### src/rtl/tron_pkg.sv
// Shared tron video definitions: glyph codes, memory map, tile command format
// and the tile-map writer FSM state encoding.
package tron_pkg;

  localparam logic [15:0] GLYPH_BLACK             = 16'd0;
  localparam logic [15:0] GLYPH_BLUE              = 16'd1;
  localparam logic [15:0] GLYPH_YELLOW            = 16'd2;
  localparam logic [15:0] GLYPH_BLUE_PATH_FIRST   = 16'd4;
  localparam logic [15:0] GLYPH_BLUE_PATH_LAST    = 16'd6;
  localparam logic [15:0] GLYPH_BLUE_BIKE_A_FIRST = 16'd11;
  localparam logic [15:0] GLYPH_BLUE_BIKE_A_LAST  = 16'd19;
  localparam logic [15:0] GLYPH_BLUE_BIKE_B_FIRST = 16'd21;
  localparam logic [15:0] GLYPH_BLUE_BIKE_B_LAST  = 16'd29;
  localparam logic [15:0] GLYPH_YEL_PATH_FIRST    = 16'd34;
  localparam logic [15:0] GLYPH_YEL_PATH_LAST     = 16'd36;
  localparam logic [15:0] GLYPH_YEL_BIKE_A_FIRST  = 16'd41;
  localparam logic [15:0] GLYPH_YEL_BIKE_A_LAST   = 16'd49;
  localparam logic [15:0] GLYPH_YEL_BIKE_B_FIRST  = 16'd51;
  localparam logic [15:0] GLYPH_YEL_BIKE_B_LAST   = 16'd59;

  localparam logic [15:0] TILE_MAP_BASE  = 16'd40000;
  localparam logic [15:0] GLYPH_ROM_BASE = 16'd60000;

  localparam logic OP_WRITE = 1'b0;
  localparam logic OP_CLEAR = 1'b1;

  localparam int CMD_W = 33;

  typedef struct packed {
    logic        op;
    logic [7:0]  x;
    logic [7:0]  y;
    logic [15:0] glyph;
  } tile_cmd_t;

  typedef enum logic [1:0] {
    ST_IDLE  = 2'd0,
    ST_WRITE = 2'd1,
    ST_CLEAR = 2'd2
  } wr_state_e;

  // Word address of tile (x, y); wraps mod 2^16 like the memory bus.
  function automatic logic [15:0] tile_addr(input logic [15:0] base,
                                            input logic [15:0] stride,
                                            input logic [7:0]  x,
                                            input logic [7:0]  y);
    return base + ({8'd0, y} * stride) + {8'd0, x};
  endfunction

endpackage

### src/rtl/tile_map_writer_if.sv
// Command and memory-write bundle between the game FSM, the tile-map writer
// and the shared video memory.
interface tile_map_writer_if;
  // cmd_*: a command transfers on a rising clk edge where cmd_valid && cmd_ready;
  // the master holds the fields stable while cmd_valid is high and not accepted.
  logic        cmd_valid;
  logic        cmd_ready;
  logic        cmd_op;
  logic [7:0]  cmd_x;
  logic [7:0]  cmd_y;
  logic [15:0] cmd_glyph;
  logic        mem_we;
  logic [15:0] mem_addr;
  logic [15:0] mem_wdata;

  modport master (output cmd_valid, cmd_op, cmd_x, cmd_y, cmd_glyph,
                  input  cmd_ready, mem_we, mem_addr, mem_wdata);
  modport slave  (input  cmd_valid, cmd_op, cmd_x, cmd_y, cmd_glyph,
                  output cmd_ready, mem_we, mem_addr, mem_wdata);
endinterface

### src/rtl/tile_cmd_fifo.sv
// Synchronous command FIFO with full/empty flags; pointers carry one wrap bit.
module tile_cmd_fifo #(
  parameter int WIDTH = 33,
  parameter int DEPTH = 4
) (
  input  logic             clk,
  input  logic             rst,
  input  logic             push,
  input  logic [WIDTH-1:0] din,
  input  logic             pop,
  output logic [WIDTH-1:0] dout,
  output logic             full,
  output logic             empty
);
  localparam int AW = $clog2(DEPTH);

  logic [WIDTH-1:0] mem [DEPTH];
  logic [AW:0]      wr_ptr;
  logic [AW:0]      rd_ptr;
  logic             do_push;
  logic             do_pop;

  // A push is refused while full even if a pop frees a slot in the same cycle.
  assign do_push = push && !full;
  assign do_pop  = pop && !empty;

  always_ff @(posedge clk or posedge rst) begin
    if (rst) begin
      wr_ptr <= '0;
      rd_ptr <= '0;
    end else begin
      if (do_push) wr_ptr <= wr_ptr + (AW+1)'(1);
      if (do_pop)  rd_ptr <= rd_ptr + (AW+1)'(1);
    end
  end

  always_ff @(posedge clk) begin
    if (do_push) mem[wr_ptr[AW-1:0]] <= din;
  end

  assign dout  = mem[rd_ptr[AW-1:0]];
  assign empty = (wr_ptr == rd_ptr);
  assign full  = (wr_ptr[AW] != rd_ptr[AW]) && (wr_ptr[AW-1:0] == rd_ptr[AW-1:0]);
endmodule

### src/rtl/tile_map_writer.sv
// Tile-map writer: buffers tile writes / full-map clears and drives the memory
// write port. Define TILE_MAP_WRITER_BLANK_GATE_EN to restrict writes to blanking.
module tile_map_writer
  import tron_pkg::*;
#(
  parameter logic [15:0] BASE_ADDR  = 16'd40000,
  parameter int          GRID_W     = 160,
  parameter int          GRID_H     = 120,
  parameter int          ROW_STRIDE = 160,
  parameter int          FIFO_DEPTH = 4
) (
  input  logic             clk,
  input  logic             rst,
  input  logic             bright,
  tile_map_writer_if.slave bus,
  output logic             busy,
  output logic             err,
  output wr_state_e        state_dbg
);
  localparam logic [7:0]  X_LAST   = 8'(GRID_W - 1);
  localparam logic [7:0]  Y_LAST   = 8'(GRID_H - 1);
  localparam logic [15:0] STRIDE16 = 16'(ROW_STRIDE);

  wr_state_e         state, state_nx;
  tile_cmd_t         head;
  logic [CMD_W-1:0]  head_raw;
  logic              empty, full, pop;
  logic              in_range, last_tile, wr_ok;
  logic              we_nx, err_nx;
  logic [7:0]        cur_x, cur_y;
  logic [15:0]       cur_addr, row_addr, cur_glyph;

  tile_cmd_fifo #(.WIDTH(CMD_W), .DEPTH(FIFO_DEPTH)) u_fifo (
    .clk   (clk),
    .rst   (rst),
    .push  (bus.cmd_valid),
    .din   ({bus.cmd_op, bus.cmd_x, bus.cmd_y, bus.cmd_glyph}),
    .pop   (pop),
    .dout  (head_raw),
    .full  (full),
    .empty (empty)
  );

  assign head = tile_cmd_t'(head_raw);

`ifdef TILE_MAP_WRITER_BLANK_GATE_EN
  assign wr_ok = !bright;
`else
  logic unused_bright;
  assign unused_bright = bright;
  assign wr_ok         = 1'b1;
`endif

  assign in_range  = (head.x <= X_LAST) && (head.y <= Y_LAST);
  assign last_tile = (cur_x == X_LAST) && (cur_y == Y_LAST);

  always_ff @(posedge clk or posedge rst) begin
    if (rst) state <= ST_IDLE;
    else     state <= state_nx;
  end

  always_comb begin
    state_nx = state;
    pop      = 1'b0;
    case (state)
      ST_IDLE: begin
        if (!empty) begin
          pop = 1'b1;
          if (head.op == OP_CLEAR) state_nx = ST_CLEAR;
          else if (in_range)       state_nx = ST_WRITE;
        end
      end
      ST_WRITE: if (wr_ok)              state_nx = ST_IDLE;
      ST_CLEAR: if (wr_ok && last_tile) state_nx = ST_IDLE;
      default:                          state_nx = ST_IDLE;
    endcase
  end

  always_comb begin
    we_nx  = 1'b0;
    err_nx = 1'b0;
    case (state)
      ST_IDLE:            err_nx = !empty && (head.op == OP_WRITE) && !in_range;
      ST_WRITE, ST_CLEAR: we_nx  = wr_ok;
      default: ;
    endcase
  end

  // Registered memory port; address/data hold their last written value.
  always_ff @(posedge clk or posedge rst) begin
    if (rst) begin
      bus.mem_we    <= 1'b0;
      bus.mem_addr  <= '0;
      bus.mem_wdata <= '0;
      err           <= 1'b0;
    end else begin
      bus.mem_we <= we_nx;
      err        <= err_nx;
      if (we_nx) begin
        bus.mem_addr  <= cur_addr;
        bus.mem_wdata <= cur_glyph;
      end
    end
  end

  // Position tracking: row_addr follows the start of the current row so the
  // row stride need not equal the grid width.
  always_ff @(posedge clk or posedge rst) begin
    if (rst) begin
      cur_x     <= '0;
      cur_y     <= '0;
      cur_addr  <= '0;
      row_addr  <= '0;
      cur_glyph <= '0;
    end else if (state == ST_IDLE && !empty) begin
      cur_glyph <= head.glyph;
      if (head.op == OP_CLEAR) begin
        cur_x    <= '0;
        cur_y    <= '0;
        cur_addr <= BASE_ADDR;
        row_addr <= BASE_ADDR;
      end else begin
        cur_x    <= head.x;
        cur_y    <= head.y;
        cur_addr <= tile_addr(BASE_ADDR, STRIDE16, head.x, head.y);
      end
    end else if (state == ST_CLEAR && wr_ok) begin
      if (cur_x == X_LAST) begin
        cur_x    <= '0;
        cur_y    <= cur_y + 8'd1;
        cur_addr <= row_addr + STRIDE16;
        row_addr <= row_addr + STRIDE16;
      end else begin
        cur_x    <= cur_x + 8'd1;
        cur_addr <= cur_addr + 16'd1;
      end
    end
  end

  assign bus.cmd_ready = !full;
  assign busy          = (state != ST_IDLE) || !empty;
  assign state_dbg     = state;
endmodule

### src/flat_wrapper.sv
// flat-port wrapper written by rule: the top's interface ports become plain ports
module tile_map_writer_flat import tron_pkg::*;
#(
  parameter logic [15:0] BASE_ADDR  = 16'd40000,
  parameter int          GRID_W     = 160,
  parameter int          GRID_H     = 120,
  parameter int          ROW_STRIDE = 160,
  parameter int          FIFO_DEPTH = 4
)
  (clk, rst, bright, busy, err, state_dbg, bus_cmd_valid, bus_cmd_op, bus_cmd_x, bus_cmd_y, bus_cmd_glyph, bus_cmd_ready, bus_mem_we, bus_mem_addr, bus_mem_wdata);
  tile_map_writer_if bus_i ();
  input  logic clk;
  input  logic rst;
  input  logic bright;
  output logic busy;
  output logic err;
  output wr_state_e state_dbg;
  input wire logic [$bits(bus_i.cmd_valid)-1:0] bus_cmd_valid;
  input wire logic [$bits(bus_i.cmd_op)-1:0] bus_cmd_op;
  input wire logic [$bits(bus_i.cmd_x)-1:0] bus_cmd_x;
  input wire logic [$bits(bus_i.cmd_y)-1:0] bus_cmd_y;
  input wire logic [$bits(bus_i.cmd_glyph)-1:0] bus_cmd_glyph;
  output wire logic [$bits(bus_i.cmd_ready)-1:0] bus_cmd_ready;
  output wire logic [$bits(bus_i.mem_we)-1:0] bus_mem_we;
  output wire logic [$bits(bus_i.mem_addr)-1:0] bus_mem_addr;
  output wire logic [$bits(bus_i.mem_wdata)-1:0] bus_mem_wdata;
  assign bus_i.cmd_valid = bus_cmd_valid;
  assign bus_i.cmd_op = bus_cmd_op;
  assign bus_i.cmd_x = bus_cmd_x;
  assign bus_i.cmd_y = bus_cmd_y;
  assign bus_i.cmd_glyph = bus_cmd_glyph;
  assign bus_cmd_ready = bus_i.cmd_ready;
  assign bus_mem_we = bus_i.mem_we;
  assign bus_mem_addr = bus_i.mem_addr;
  assign bus_mem_wdata = bus_i.mem_wdata;
  tile_map_writer #(.BASE_ADDR(BASE_ADDR), .GRID_W(GRID_W), .GRID_H(GRID_H), .ROW_STRIDE(ROW_STRIDE), .FIFO_DEPTH(FIFO_DEPTH)) u_core (.clk(clk), .rst(rst), .bright(bright), .bus(bus_i), .busy(busy), .err(err), .state_dbg(state_dbg));
endmodule
### config.mk
export PLATFORM = sky130hd
export DESIGN_NAME = tile_map_writer_flat
export DESIGN_NICKNAME = d
export VERILOG_FILES = /design/src/rtl/tron_pkg.sv /design/src/rtl/tile_map_writer_if.sv /design/src/rtl/tile_cmd_fifo.sv /design/src/rtl/tile_map_writer.sv /design/src/flat_wrapper.sv
export SDC_FILE = /design/constraint.sdc
export NUM_CORES = 1
export LEC_CHECK = 0
export CAP_MARGIN = 20
export CORE_MARGIN = 2
export CORE_UTILIZATION = 60
export CTS_BUF_LIST = sky130_fd_sc_hd__clkbuf_4 sky130_fd_sc_hd__clkbuf_8
export CTS_CLUSTER_SIZE = 14
export DETAILED_ROUTE_END_ITERATION = 16
export PLACE_DENSITY = 0.81
export SLEW_MARGIN = 5
export SYNTH_ARGS = -nofsm -noshare
export SYNTH_HDL_FRONTEND = slang
export SYNTH_HIERARCHICAL = 1
export SYNTH_SLANG_ARGS = --single-unit
### constraint.sdc
create_clock -name clk -period 4.5 [get_ports clk]
set_input_delay 0.675 -clock clk [delete_from_list [all_inputs] [get_ports clk]]
set_output_delay 0.675 -clock clk [all_outputs]
set_load 0.02 [all_outputs]
==> key figures <==
Outcome
  • Status: finished, final reports clean

Logic synthesis
  • Number of synthesized flops with an enable pin: 132
  • Post-synthesis compound-gate area fraction: 8.44%
  • Synth Area in XOR/XNOR: 3.54%
  • Dominant synthesized flop cell: edfxtp_1
  • Yosys warning total: 6
  • Post-synth ARST share: 43.3%
  • Largest family of logic cells by synthesized area: multiplexers
  • Simple-gate share of the synthesized area: 9.44%
  • Flops & latches, synth: about 230
  • Mapped Cells: between 700 and 800
  • Syn nets: roughly 830
  • Sequential fraction of the synthesis area: between 60% and 70%
  • Mux cell area share after synthesis: 10.8%
  • Adder-Cell Fraction of Synth Area: 3.95%
  • Yosys cell types: 70
  • Avg Inst Size Synth: roughly 14 um^2
  • Synthesized cell area: roughly 0.011 mm^2

Routing
  • First drt pass iteration count: 5
  • DRT antenna net count: 0
  • Vias after detailed routing: 6743
  • Starting DRT DRC Count: ~630
  • Total routed wirelength: 23.1 mm
  • Per-cell routed wire length: 20.7 um
  • Vias per inst: 6.03
  • DR DRC count: 0

Worst setup path
  • Crit Path Class: reg2reg
  • Reg-to-reg endpoint: u_core/cur_addr[15]$_DFFE_PP0P_
  • CP arrival: 4.57 ns
  • Worst-path fanout max: 10
  • R2r startpoint: u_core/u_fifo/rd_ptr[0]$_DFFE_PP0P_
  • R2R Setup Slk: 0.36 ns
  • CP startpoint kind: register
  • Critical path capture point type: register
  • Critical Path RT: roughly 4.9 ns
  • Length in cells of the worst reg-to-reg path: 14

Finish
  • Cell area after layout: approximately 0.012 mm^2
  • Ant diodes: 0
  • Layout net count: 933
  • Layout cells sized above 1: 18.8%
  • Area Growth Syn to Fin: 17.3%

Global routing
  • Initial antenna violation count: 0
  • First-pass GRT wire length: 36.8 mm
  • Vias in the first global route: 6922
  • GR Util All Layers: 26.1%
  • Largest net degree at the start of global routing: 49
  • GRT overflow: 0

Placed design
  • HPWL after DPL: 15.2 mm
  • RD Place Congestion: 0.933
  • IO Port Bufs: between 70 and 80
  • Dpl cell area: 0.0115 mm^2

Clocking
  • # hold bufs at CTS: 0
  • CTS Buf Count: 38
  • CTS Buffer Depth: 3
  • Cts repair resizes: 0
  • Root buffer cell: clkbuf_8
  • Post-CTS Setup Bufs: 0
  • CTS Sinks: 233
  • Skew-Pair Late Insertion Delay: between 0.5 and 0.6 ns
  • Worst-path clk slew: 0.06 ns
  • H-tree levels: 2
  • CTS tree: done

Floorplan
  • Die area: between 0.015 and 0.02 mm^2
  • I/O pin cnt: 75
  • # rows: 48
  • Initial core utilization: 61.1%
  • Core area: 0.0172 mm^2
  • Die W: 136 um
  • Die Span Y: 136 um

Timing
  • Final Critical Period: between 4 and 5 ns
  • RSZ-0062 raised after global routing: no
  • Setup TNS Final: 0 ns
  • Period utilisation layout: 92.0%
  • Endpoints failing setup: 0
  • Slew margin rel.: 33.0%
  • Max Slew Vio Count: 0
  • Fmax: about 240 MHz
  • Worst-margin pin slew: 1.00 ns
  • Final hold vios: 0
  • Clock skew: 0.0193 ns

Job
  • Max Cap Viol: 0

Pwr
  • Max IR drop VDD: 0.000480 V
  • Lkg Pwr: ~4.8 nW
  • Pwr/cell area: 863 mW/mm^2

Worst hold path
  • Worst min path class: in2async
-- final cells by class --
cell class / instances / area, um^2
clock inverter: 6 / 50.0
timing repair buffer: 89 / 851
fill: 1124 / 4890
inverter: 20 / 77.6
clock buffer: 64 / 781
tap: 225 / 282
sequential: 233 / 6490
multi-input combinational: 482 / 3810
-- cell usage in the layout (no fill, tap or decap), types with 3 or more instances in the layout --
master,count
a21o_1,5
a21oi_1,35
a221oi_1,4
a22o_1,4
a22oi_1,4
a31oi_1,7
and2_1,4
and3_1,14
and4_1,4
buf_4,16
clkbuf_4,16
clkbuf_8,48
clkdlybuf4s50_1,73
dfrtp_1,100
edfxtp_1,132
ha_1,30
inv_1,18
mux2_2,32
mux2i_1,3
mux4_2,33
nand2_1,94
nand2b_1,6
nand3_1,27
nand4_1,5
nor2_1,30
nor3_1,3
nor4_1,4
o211ai_1,8
o21a_1,4
o21ai_0,31
o22a_1,3
o22ai_1,3
o31ai_1,5
xnor2_1,16
xor2_1,21
-- per-stage QoR --
stage	instances	util, %	hold slack (ns)	setup WS, ns	power (W)
2_1_floorplan	765	-	0.440	0.595	0.00715
3_3_place_gp	1049	66.8	0.455	0.482	0.00847
3_5_place_dp	1049	66.8	0.463	0.407	0.00868
4_1_cts	1119	71.6	0.455	0.393	0.0107
5_1_grt	1119	71.6	0.492	0.110	0.0114
6_report	1119	71.6	0.466	0.359	0.0107
-- where the power goes --
group / switching [W] / internal [W]
Clock: 0.000817 / 0.00110
Sequential: 0.000410 / 0.00295
Combinational: 0.00311 / 0.00227
Total: 0.00433 / 0.00633
-- worst max-delay path by stage --
stage,endpoint,from,slack [ns],cells past startpoint
floorplan,u_core/cur_addr[15]$_DFFE_PP0P_,u_core/u_fifo/rd_ptr[0]$_DFFE_PP0P_,0.60,16
global placement,u_core/cur_addr[15]$_DFFE_PP0P_,u_core/u_fifo/rd_ptr[0]$_DFFE_PP0P_,0.48,14
detailed placement,u_core/cur_addr[15]$_DFFE_PP0P_,u_core/u_fifo/rd_ptr[0]$_DFFE_PP0P_,0.41,14
CTS,u_core/cur_addr[15]$_DFFE_PP0P_,u_core/u_fifo/rd_ptr[0]$_DFFE_PP0P_,0.39,14
global route,u_core/cur_addr[15]$_DFFE_PP0P_,u_core/u_fifo/rd_ptr[0]$_DFFE_PP0P_,0.11,14
finish,u_core/cur_addr[15]$_DFFE_PP0P_,u_core/u_fifo/rd_ptr[0]$_DFFE_PP0P_,0.36,14
-- state kept, by name, summed over array words and instances (netlist names), 8 cells and up --
signal / flops
u_core/bus.mem_wdata: 16
u_core/bus.mem_addr: 16
u_core/cur_y: 8
u_core/row_addr: 11
u_core/cur_addr: 16
u_core/cur_glyph: 16
u_core/cur_x: 8
u_core/u_fifo/mem: 132
-- metal layers --
metal / share of wire, % / up-vias / track usage [%]
li1: - / 3078 / -
met1: 42 / 3337 / 35.6
met2: 47 / 281 / 41.4
met3: 7.6 / 47 / 6.23
met4: 2.7 / 0 / 9.32
met5: 0 / - / 0
-- worst max-delay path: stages, from the launching register on --
cell	delay [ns]
dfrtp_2	0.55
mux4_2	0.61
ha_1	0.31
ha_1	0.23
fa_1	0.42
a211oi_1	0.35
nor2_1	0.13
xnor2_1	0.33
inv_1	0.08
ha_1	0.36
nand2b_1	0.07
o211ai_1	0.16
nand3_1	0.11
xnor2_1	0.13
a22oi_1	0.19
-- kinds of logic (layout without fill, tap and decap cells) --
logic type,after synthesis,in the layout
adders and majority gates,32,32
buffers and inverters,50,179
DFF,233,233
and+or+nand+nor,206,206
AOI/OAI and AO/OA,136,136
muxes,68,68
xor gates and xnor gates,40,40
-- Yosys cell counts, types with 3 or more instances --
library cell / number / area, um^2
ha_1: 30 / 375
xor2_1: 21 / 184
a22oi_1: 4 / 30.0
inv_1: 19 / 71.3
o22a_1: 3 / 26.3
nor4_1: 4 / 25.0
nand2b_1: 6 / 37.5
o22ai_1: 3 / 18.8
mux2i_1: 3 / 30.0
nand4_1: 5 / 31.3
nand2_1: 94 / 353
a31oi_1: 7 / 43.8
a221oi_1: 4 / 35.0
and3_1: 14 / 87.6
nor3_1: 3 / 15.0
a22o_1: 4 / 35.0
clkbuf_1: 15 / 56.3
buf_6: 4 / 45.0
o21ai_0: 31 / 155
xnor2_1: 16 / 140
and2_1: 4 / 25.0
edfxtp_1: 132 / 3960
o31ai_1: 5 / 37.5
nand3_1: 27 / 135
and4_1: 4 / 35.0
buf_1: 4 / 15.0
o211ai_1: 8 / 60.1
a21o_1: 5 / 37.5
nor2_1: 30 / 113
mux2_2: 32 / 360
o21a_1: 4 / 30.0
a21oi_1: 35 / 175
buf_2: 5 / 25.0
mux4_2: 33 / 743
dfrtp_1: 101 / 2530
Power figures use the tool's default switching activity.
